### config.mk
export PLATFORM = sky130hd
export DESIGN_NAME = cnt_seq_ctrl
export DESIGN_NICKNAME = d
export VERILOG_FILES = /design/src/rtl/cnt_seq_ctrl.sv
export SDC_FILE = /design/constraint.sdc
export NUM_CORES = 1
export LEC_CHECK = 0
export CAP_MARGIN = 20
export CORE_MARGIN = 1.5
export CORE_UTILIZATION = 25
export CTS_CLUSTER_SIZE = 12
export DETAILED_ROUTE_END_ITERATION = 10
export MAX_ROUTING_LAYER = met4
export SYNTH_ARGS = -nofsm -noshare
export SYNTH_HDL_FRONTEND = slang
export SYNTH_SLANG_ARGS = --single-unit
### constraint.sdc
create_clock -name clk -period 2.7 [get_ports clk]
set_input_delay 0.54 -clock clk [delete_from_list [all_inputs] [get_ports clk]]
set_output_delay 0.54 -clock clk [all_outputs]
set_load 0.05 [all_outputs]
### src/rtl/cnt_seq_ctrl.sv
// Command sequencer for counter_ud: loads a start value, sets direction, then counts
// rollovers until a programmed target is reached or the command is aborted.
module cnt_seq_ctrl #(
    parameter int unsigned WIDTH  = 4,
    parameter int unsigned WRAP_W = 8
) (
    input  logic              clk,
    input  logic              rst,
    input  logic              cmd_valid,
    output logic              cmd_ready,
    input  logic [WIDTH-1:0]  cmd_load,
    input  logic              cmd_down,
    input  logic [WRAP_W-1:0] cmd_wraps,
    input  logic              abort,
    output logic [WIDTH-1:0]  cnt_load,
    output logic              cnt_load_en,
    output logic              cnt_down,
    input  logic              cnt_rollover,
    input  logic [WIDTH-1:0]  cnt_count,
    output logic              busy,
    output logic              done,
    output logic              aborted,
    output logic [WRAP_W-1:0] wrap_cnt,
    output logic [WIDTH-1:0]  last_count
);

    typedef enum logic [1:0] {
        StIdle,
        StLoad,
        StRun,
        StDone
    } state_e;

    localparam logic [WRAP_W-1:0] WrapMax = '1;
    localparam logic [WRAP_W:0]   WrapOne = {{WRAP_W{1'b0}}, 1'b1};

    state_e            state;
    logic [WRAP_W-1:0] target_q;
    logic [WRAP_W:0]   wrap_next;

    // One extra bit so the target comparison holds even when target is the max value.
    assign wrap_next = {1'b0, wrap_cnt} + WrapOne;
    assign cmd_ready = (state == StIdle);

    always_ff @(posedge clk or posedge rst) begin
        if (rst) begin
            state       <= StIdle;
            target_q    <= '0;
            cnt_load    <= '0;
            cnt_load_en <= 1'b0;
            cnt_down    <= 1'b0;
            busy        <= 1'b0;
            done        <= 1'b0;
            aborted     <= 1'b0;
            wrap_cnt    <= '0;
            last_count  <= '0;
        end else begin
            done        <= 1'b0;
            aborted     <= 1'b0;
            cnt_load_en <= 1'b0;
            unique case (state)
                StIdle: begin
                    if (cmd_valid) begin
                        cnt_load    <= cmd_load;
                        cnt_down    <= cmd_down;
                        target_q    <= cmd_wraps;
                        wrap_cnt    <= '0;
                        cnt_load_en <= 1'b1;
                        busy        <= 1'b1;
                        state       <= StLoad;
                    end
                end
                StLoad: begin
                    // Rollovers seen here belong to the previous free-running count.
                    if (abort) begin
                        aborted    <= 1'b1;
                        busy       <= 1'b0;
                        last_count <= cnt_count;
                        state      <= StIdle;
                    end else if (target_q == '0) begin
                        done       <= 1'b1;
                        busy       <= 1'b0;
                        last_count <= cnt_count;
                        state      <= StDone;
                    end else begin
                        state <= StRun;
                    end
                end
                StRun: begin
                    if (abort) begin
                        aborted    <= 1'b1;
                        busy       <= 1'b0;
                        last_count <= cnt_count;
                        state      <= StIdle;
                    end else if (cnt_rollover) begin
                        if (wrap_cnt != WrapMax) begin
                            wrap_cnt <= wrap_next[WRAP_W-1:0];
                        end
                        if (wrap_next == {1'b0, target_q}) begin
                            done       <= 1'b1;
                            busy       <= 1'b0;
                            last_count <= cnt_count;
                            state      <= StDone;
                        end
                    end
                end
                StDone: begin
                    state <= StIdle;
                end
                default: begin
                    state <= StIdle;
                end
            endcase
        end
    end

endmodule
==> results_dict.tcl, run 1 <==
set metrics [dict create \
    crit_arrival_ns 2.66 \
    crit_chain "ha_1, xor2_1, a2111oi_4, a41oi_2, a211oi_2, and3_2, mux2_4" \
    crit_fanout 4 \
    period_needed_ns 2.50 \
    syn_nets 181 \
    htree_levels 2 \
    wl_per_cell_um 12.9 \
    ys_ff_latch 31 \
    start_util 0.262 \
    multi_input_area_um2 880 \
    coreArea_mm2 0.00646 \
    wl_met1_um 1790 \
    cts_tree "yes" \
    fin_nets 231 \
    cts_sinks 31 \
    yosysWarnings 0 \
    clkSlewWorstSetupHoldPaths_ns 0.06 \
    die_w_um 85.4 \
    async_flop_share 1.00 \
    grtUsageTotal 0.112 \
    ys_seq_area_frac 0.458 \
    tightestPinTransition_ns 0.563 \
    dp_hpwl_um 2810 \
    cts_setup_buffers 0 \
    drive_above_1_share 0.180 \
    synth_edf_count 0 \
    clock_path_buffers 2 \
    critPathRequiredTime_ns 2.86 \
    clk_latency_ns 0.27 \
    fmax_mhz 400 \
    grt_first_pass_wirelength_um 6270 \
    synth_ff_type "dfrtp_1" \
    hold_viol_final 0 \
    outcome "finished, violations left" \
    drv_slew 0 \
    place_ws_ns 0.0181 \
    cap_violations 0 \
    cellLeakagePower_nw 0.956 \
    ant_nets 0 \
    final_cell_mix "43 x clkdlybuf4s50_1, 31 x dfrtp_1, 13 x nand2_1, 13 x mux2_2, 10 x o21ai_0" \
    fill_cells 675 \
    crit_buf_inv 0 \
    die_y_um 85.4 \
    route.detailed.drc 1 \
    totalWireLength_um 3650 \
    slowest_stage "dfrtp_1" \
    synth_area_mm2 0.00170 \
    holdCritPathClass "reg -> reg" \
    die_area_mm2 0.00728 \
    first_pass_iters 7 \
    gp_congestion 0.833 \
    cts-root-buf "clkbuf_8" \
    grt_pass1_vias 1305 \
    fin_ws_ns 0.200 \
    final_common_cell "clkdlybuf4s50_1" \
    violations "design-rule violations" \
    vias_per_cell 4.55 \
    synth_cell_types 44 \
    antenna_found_initial 0 \
    rsz0062_at_grt "false" \
    ir_worst_vdd_uv 537 \
    cp-end-kind "register" \
    syn_avg_cell_area_um2 11.0 \
    grt_max_degree 32 \
    routed-wl-met2_um 1630 \
    numCtsBuffers 5 \
    fin_setup_tns_ns 0 \
    cellPowerDensity_mw_per_mm2 1070 \
    initialDrtViolationCount 79 \
    final.setup_skew_ns 0.00254 \
    ios 44 \
    regToRegSetupSlack_ns 0.20 \
    cts_hold_buf 0 \
    critPathTopFamily "compound AO/OA/AOI/OAI gates" \
    setup_viol 0 \
    overflow 0 \
    slowest_delay_ns 0.41 \
    antenna_cells 0 \
    fin_crit_sh 0.926 \
    io_buffers 43 \
    criticalPathCategory "reg -> reg" \
    max_slew_margin 0.624 \
    syn_to_final_growth_pct 37.0 \
    top_layer_used "met4" \
    wl_met3_um 180 \
    postSynthCellCount 154 \
    startpoint_type "register" \
    vias 1283 \
    fp-row-count 29 \
    register_area_um2 776 \
]
[report_power, final]
group / switching (mW) / internal [mW] / leakage (nW) / total [mW]
registers: 0.131 / 0.639 / 0.387 / 0.770
clock network: 0.162 / 0.181 / 0.0422 / 0.343
logic: 0.779 / 0.589 / 0.527 / 1.37
total: 1.07 / 1.41 / 0.956 / 2.48
[cell families (layout without fill, tap and decap cells)]
kind of cell,after synthesis,after routing,share of synthesized area
AOI/OAI and AO/OA,29,29,0.130
xor gates and xnor gates,9,9,0.0465
adders and majority gates,5,5,0.0369
buffers and inverters,12,63,0.0317
DFF,31,31,0.458
muxes,19,19,0.134
and+or+nand+nor,49,49,0.164
[cells in the mapped netlist (2+ instances only)]
cell / n / area share
nand4_1: 2 / 0.0074
nand3_2: 2 / 0.012
o31ai_1: 4 / 0.018
nor4_1: 2 / 0.0074
dfrtp_1: 31 / 0.46
or2_2: 4 / 0.015
o21ai_0: 10 / 0.030
mux2_2: 13 / 0.086
mux2_4: 4 / 0.035
a21o_1: 3 / 0.013
xor2_1: 5 / 0.026
inv_1: 8 / 0.018
nand2b_1: 5 / 0.018
ha_1: 5 / 0.037
mux2i_1: 2 / 0.012
nand2_1: 13 / 0.029
nor2b_1: 4 / 0.015
xnor2_1: 4 / 0.021
nor3_1: 3 / 0.0089
nand3_1: 2 / 0.0059
nor2_1: 2 / 0.0044
and2_1: 4 / 0.015
[repair_timing]
item                       in CTS  in global routing
setup endpoints to repair       0                  4
hold endpoints to repair        0                  0
resized for setup               0                  2
[sequential cells by signal (all words and copies together), names as in the netlist]
name         count
target_q         8
wrap_cnt         8
cnt_load         4
last_count       4
state            2
aborted          1
busy             1
cnt_down         1
cnt_load_en      1
done             1
[worst paths after layout]
path,startpoint,to,depth (start not counted)
worst min register to register,cnt_load[1],cnt_load[1],1
worst min-delay path,cnt_load[1],cnt_load[1],1
max in group asynchronous,rst,last_count[0],3
worst max-delay path,wrap_cnt[1],last_count[1],7
worst max register to register,wrap_cnt[1],last_count[1],7
min in group asynchronous,rst,cnt_down,3
[stage by stage]
step / instance area [um^2] / cells / power (mW) / util / hold WS [ns]
CTS: 2310 / 282 / 2.49 / 0.358 / 0.508
global route: 2320 / 282 / 2.65 / 0.360 / 0.525
global placement: 2230 / 274 / 2.12 / 0.345 / 0.486
detailed placement: 2230 / 274 / 2.13 / 0.345 / 0.493
floorplan: 1700 / 154 / 1.76 / - / 0.516
finish: 2320 / 282 / 2.48 / 0.360 / 0.506
[layer usage]
layer  up-vias  track usage
li1        649            -
met1       595        0.148
met2        33        0.159
met3         6       0.0340
met4         0       0.0440
met5         -            -
[layout make-up]
class / count / share of cell area
tap: 77 / 0.0415
clock inverter: 1 / 0.00215
inverter: 8 / 0.0129
timing repair buffer: 47 / 0.198
multi-input combinational: 111 / 0.379
clock buffer: 7 / 0.0328
sequential: 31 / 0.334
(Power assumes the default switching activity.)
==> run 2, diff against run 1 <==
Settings changed: CORE_MARGIN 1.5 to 4, MAX_ROUTING_LAYER met4 to default.
==> run 2 against run 1 <==
Clock-buffer cell count unchanged. Largest cell class unchanged. Core utilization unchanged. Critical path depth unchanged. Highest routed layer unchanged. Cell count unchanged. The flow now finishes without violations.
==> results_dict.tcl, run 2 (synthesis gave the netlist of run 1 again) <==
set metrics [dict create \
    crit_fanout 6 \
    final_cell_mix "43 x clkdlybuf4s50_1, 31 x dfrtp_1, 13 x nand2_1, 13 x mux2_2, 10 x o21ai_0" \
    overflow 0 \
    syn_to_final_growth_pct 37.0 \
    htree_levels 2 \
    grt_first_pass_wirelength_um 6590 \
    cp-end-kind "register" \
    clkSlewWorstSetupHoldPaths_ns 0.07 \
    fin_crit_sh 0.927 \
    dpl.cell_count 274 \
    die_area_mm2 0.00816 \
    startpoint_type "register" \
    grt_max_degree 32 \
    largestRegisters "target_q (8), wrap_cnt (8)" \
    fp-row-count 29 \
    fill_cells 662 \
    initialDrtViolationCount 73 \
    rsz0062_at_grt "false" \
    holdCritPathClass "reg -> reg" \
    ir_worst_vdd_uv 474 \
    gp_congestion 0.889 \
    coreArea_mm2 0.00646 \
    cellLeakagePower_nw 0.956 \
    drive_above_1_share 0.180 \
    period_needed_ns 2.50 \
    cap_violations 0 \
    dp_hpwl_um 2900 \
    wl_per_cell_um 13.4 \
    startpoint "wrap_cnt[1]" \
    ant_nets 0 \
    crit_path_end "last_count[0]" \
    io_buffers 43 \
    cts-root-buf "clkbuf_8" \
    setup_viol 0 \
    crit_chain "ha_1, nand3_2, a2111oi_4, a41oi_2, a211oi_2, and3_2, mux2_4" \
    fmax_mhz 399 \
    clock_path_buffers 2 \
    r2r-end "last_count[0]" \
    p_total_mw 2.49 \
    crit_arrival_ns 2.67 \
    final_cell_count_no_fill 282 \
    regToRegSetupSlack_ns 0.20 \
    cellPowerDensity_mw_per_mm2 1070 \
    die_w_um 90.4 \
    route.detailed.drc 0 \
    antenna_cells 0 \
    critPathTopFamily "compound AO/OA/AOI/OAI gates" \
    outcome "completed" \
    die_y_um 90.4 \
    final.setup_skew_ns 0.00985 \
    grtUsageTotal 0.0999 \
    final_util 0.360 \
    max_slew_margin 0.611 \
    slowest_stage "dfrtp_1" \
    vias 1320 \
    slowest_delay_ns 0.40 \
    critPathRequiredTime_ns 2.86 \
    vias_per_cell 4.68 \
    cp.depth 7 \
    antenna_found_initial 0 \
    r2r_cells 7 \
    cts_hold_buf 0 \
    first_pass_iters 4 \
    hold_ws_ns 0.502 \
    tightestPinTransition_ns 0.568 \
    hold_viol_final 0 \
    drv_slew 0 \
    fin_nets 231 \
    start_util 0.262 \
    numCtsBuffers 5 \
    totalWireLength_um 3780 \
    criticalPathCategory "reg -> reg" \
    cts_tree "yes" \
    ios 44 \
    clk_latency_ns 0.29 \
    r2r_start "wrap_cnt[1]" \
    final_common_cell "clkdlybuf4s50_1" \
    grt_pass1_vias 1358 \
    crit_buf_inv 0 \
    cts_sinks 31 \
]
## run 2: cell counts in the layout (fill, tap and decap cells not counted)
Identical to the previous run, type by type.
## run 2: repair_timing
item                                    in CTS  in global routing
hold endpoints to repair                     0                  0
gates resized for setup                      0                  2
buffers inserted                             0                  0
endpoints found under the setup margin       0                  4
## run 2: metrics by stage
stage,worst slack [ns],cell area (um^2),setup TNS (ns)
after floorplan,0.00764,1700,0
after detailed placement,-0.0174,2230,-0.0576
final,0.196,2320,0
after global placement,0.0693,2230,0
after CTS,0.0532,2310,0
after global routing,0.0225,2320,0
## run 2: layout make-up
type,count,area (um^2),share of cell area
timing repair buffer,47,460,0.198
multi-input combinational,111,880,0.379
clock buffer,7,76.3,0.0328
inverter,8,30.0,0.0129
sequential,31,776,0.334
tap,77,96.3,0.0415
clock inverter,1,5.00,0.00215
## run 2: how the worst min path moves through the flow
stage | from | to | cells after the start
2_1_floorplan | state[1] | state[1] | 1
3_3_place_gp | cnt_load[1] | cnt_load[1] | 1
3_5_place_dp | cnt_load[3] | cnt_load[3] | 1
4_1_cts | cnt_load[1] | cnt_load[1] | 1
5_1_grt | last_count[0] | last_count[0] | 1
6_report | cnt_load[1] | cnt_load[1] | 1
## run 2: metal layers
| metal | vias to the layer above | wire length, um | GRT usage | share of wire |
|---|---|---|---|---|
| met5 | - | 0 | 0 | 0 |
| met4 | 0 | 53 | 0.0344 | 0.014 |
| met3 | 6 | 329 | 0.0467 | 0.087 |
| met2 | 45 | 1660 | 0.149 | 0.44 |
| met1 | 618 | 1740 | 0.126 | 0.46 |
| li1 | 651 | - | - | - |
## run 2: where the power goes
group,internal [mW],switching [mW]
sequential,0.639,0.128
combinational,0.589,0.783
clock,0.181,0.167
total,1.41,1.08
==> patch, RTL diff (flow settings as in run 1) <==
The parameter `WRAP_W` goes from 8 to 10.
--- a/src/rtl/cnt_seq_ctrl.sv
+++ b/src/rtl/cnt_seq_ctrl.sv
@@ -2,7 +2,7 @@
 // rollovers until a programmed target is reached or the command is aborted.
 module cnt_seq_ctrl #(
     parameter int unsigned WIDTH  = 4,
-    parameter int unsigned WRAP_W = 8
+    parameter int unsigned WRAP_W = 10
 ) (
     input  logic              clk,
     input  logic              rst,
Interface: changed (resized cmd_wraps and wrap_cnt); port bits go from 44 to 48. The function was not compared with the original's and may differ.
==> patch against run 1 <==
- sequential cell count grew 4
- sequential share of layout area fell by 0.086 points
- core utilization down 1.6 points
- cell area up 13%
- worst hold slack barely moved
- area after synthesis rose by 15%
- routed wire length rose by 25%
- total power grew 9.5%
- global-route usage increased by 0.98 points
- worst setup slack worse by 0.032 ns
- via count rose by 20%
- critical endpoint is now cmd_ready
- highest routed layer unchanged
==> patch: results (changes against run 1) <==
Run status
  – Status: finished, final reports clean

Placement
  – Port Buf Inserts: 47 (+9.3%)
  – GPL Wtd Cong: 0.816 (-2.0%)
  – Post-DP Area: 2540 µm² (+14%)
  – Hpwl dp: 3340 µm (+19%)
  – Placed Cells incl. Taps: 327 (+19%)
  – Setup slack after placement: 0.208 ns (+0.190 ns)

Critical path
  – Arrival time worst endpoint: 1.99 ns (-0.67 ns)
  – Crit path launch: state[0]
  – Worst reg2reg path startpoint: wrap_cnt[0]
  – Crit Path Max Fanout: 8 (+4)
  – Slowest cell on crit path: clkdlybuf4s50_1
  – CP top delay family: buffers and inverters
  – Largest stage delay, worst path: 0.86 ns (+0.45 ns)

STA
  – Clock skew after layout: 0.00780 ns (+0.00526 ns)
  – Final setup vio count: 0 (unchanged)
  – Worst Tran Pin Value: 0.515 ns (-0.0485 ns)

Hold path
  – Min-delay worst type: reg -> reg
  – Hold Crit Start: cnt_load[2]

Power and ir drop
  – Lkg Pwr: 1.05 nW (+10%)
  – Peak supply drop: 0.437 mV (-19%)
  – Net switching power: 1.15 mW (+7.4%)

Synthesis
  – Synth area leaders: dfrtp_1 45%, mux2_2 8.7%, o21ai_0 4.4%, xnor2_1 3.6%, ha_1 3.2%
  – Sequential cell area fraction in the yosys report: 0.449 (-0.00885)
  – Cells after synthesis: 180 (+17%)
  – Synthesized Nets: 209 (+15%)
  – Async set-reset flop share out of synthesis: 1.00 (unchanged)
  – Prevailing post-synth register cell: dfrtp_1
  – Most instantiated cells after synthesis: 35 x dfrtp_1, 17 x o21ai_0, 15 x mux2_2, 10 x nand2_1, 8 x xnor2_1
  – Synth unique cells: 47 (+6.8%)
  – Synth warn: 0 (unchanged)

Cells and area
  – Biggest regs: target_q: 10 flops, wrap_cnt: 10 flops
  – Share of cells above drive strength 1: 0.185 (+0.00486)
  – Filler instances: 766 (+13%)
  – Layout Nets: 261 (+13%)
  – Antenna diodes: 0 (unchanged)

Drt
  – Starting DRT DRC Count: 86 (+8.9%)
  – Vias per Instance: 4.61 (+1.4%)
  – DRT Pass-1 Iters: 4 (-3)
  – Wire per inst: 13.6 µm (+5.2%)
  – Vias: 1541 (+20%)

Clock network
  – Post-CTS setup buffers: 0 (unchanged)
  – Resized cells post-CTS: 0 (unchanged)
  – Clk buf depth: 2 (unchanged)
  – Worst-path clk slew: 0.07 ns
  – TritonCTS buffer count: 5 (unchanged)
  – Clock Latency Late Sink: 0.29 ns (+0.02 ns)
  – CTS H-Tree Depth: 2 (unchanged)
  – Clock root cell: clkbuf_8

Global route
  – Overall Global Routing Usage: 0.122 (+0.00985)
  – Antenna violations before repair: 0 (unchanged)
  – First-pass GRT wire length: 7720 µm (+23%)
  – Largest net degree at the start of global routing: 36 (+13%)
  – Vias in the first global route: 1538 (+18%)
## patch: worst paths after layout
path | slack [ns] | end | depth (start not counted)
worst max register to register | 0.21 | last_count[0] | 7
min in group asynchronous | 0.65 | last_count[2] | 3
worst min-delay path | 0.51 | cnt_load[2] | 1
max in group asynchronous | 1.72 | cnt_load_en | 3
worst max-delay path | 0.17 | cmd_ready | 3
worst min register to register | 0.51 | cnt_load[2] | 1
## patch: cell type report
| cell class | count | area [µm²] | area share |
|---|---|---|---|
| inverter | 5 | 18.8 | 0.00714 |
| clock buffer | 6 | 82.6 | 0.0314 |
| multi-input combinational | 130 | 990 | 0.376 |
| sequential | 35 | 876 | 0.333 |
| timing repair buffer | 55 | 531 | 0.202 |
| tap | 102 | 128 | 0.0485 |
| clock inverter | 1 | 5.00 | 0.00190 |
## patch: kinds of logic (layout without fill, tap and decap cells)
group	count (synthesis)	in the layout	synth area share
AOI/OAI and AO/OA	43	43	0.153
xor gates and xnor gates	11	11	0.0494
adders and majority gates	5	5	0.0321
buffers and inverters	15	67	0.0442
DFF	35	35	0.449
muxes	20	20	0.122
and+or+nand+nor	51	51	0.150
## patch: power groups by stage
stage          clock [mW]  sequential (mW)  combinational, mW
2_1_floorplan           0             1.17              0.742
3_3_place_gp            0            0.874               1.46
3_5_place_dp            0            0.877               1.47
4_1_cts             0.405            0.871               1.47
5_1_grt             0.427            0.893               1.57
6_report            0.389            0.868               1.46
## patch: layer usage
metal	share of wire	global-route usage	up-vias	routed length, µm
li1	-	-	753	-
met2	0.46	0.187	39	2090
met1	0.48	0.153	743	2190
met4	0.017	0.0495	0	79
met5	0	-	-	0
met3	0.042	0.0302	6	191
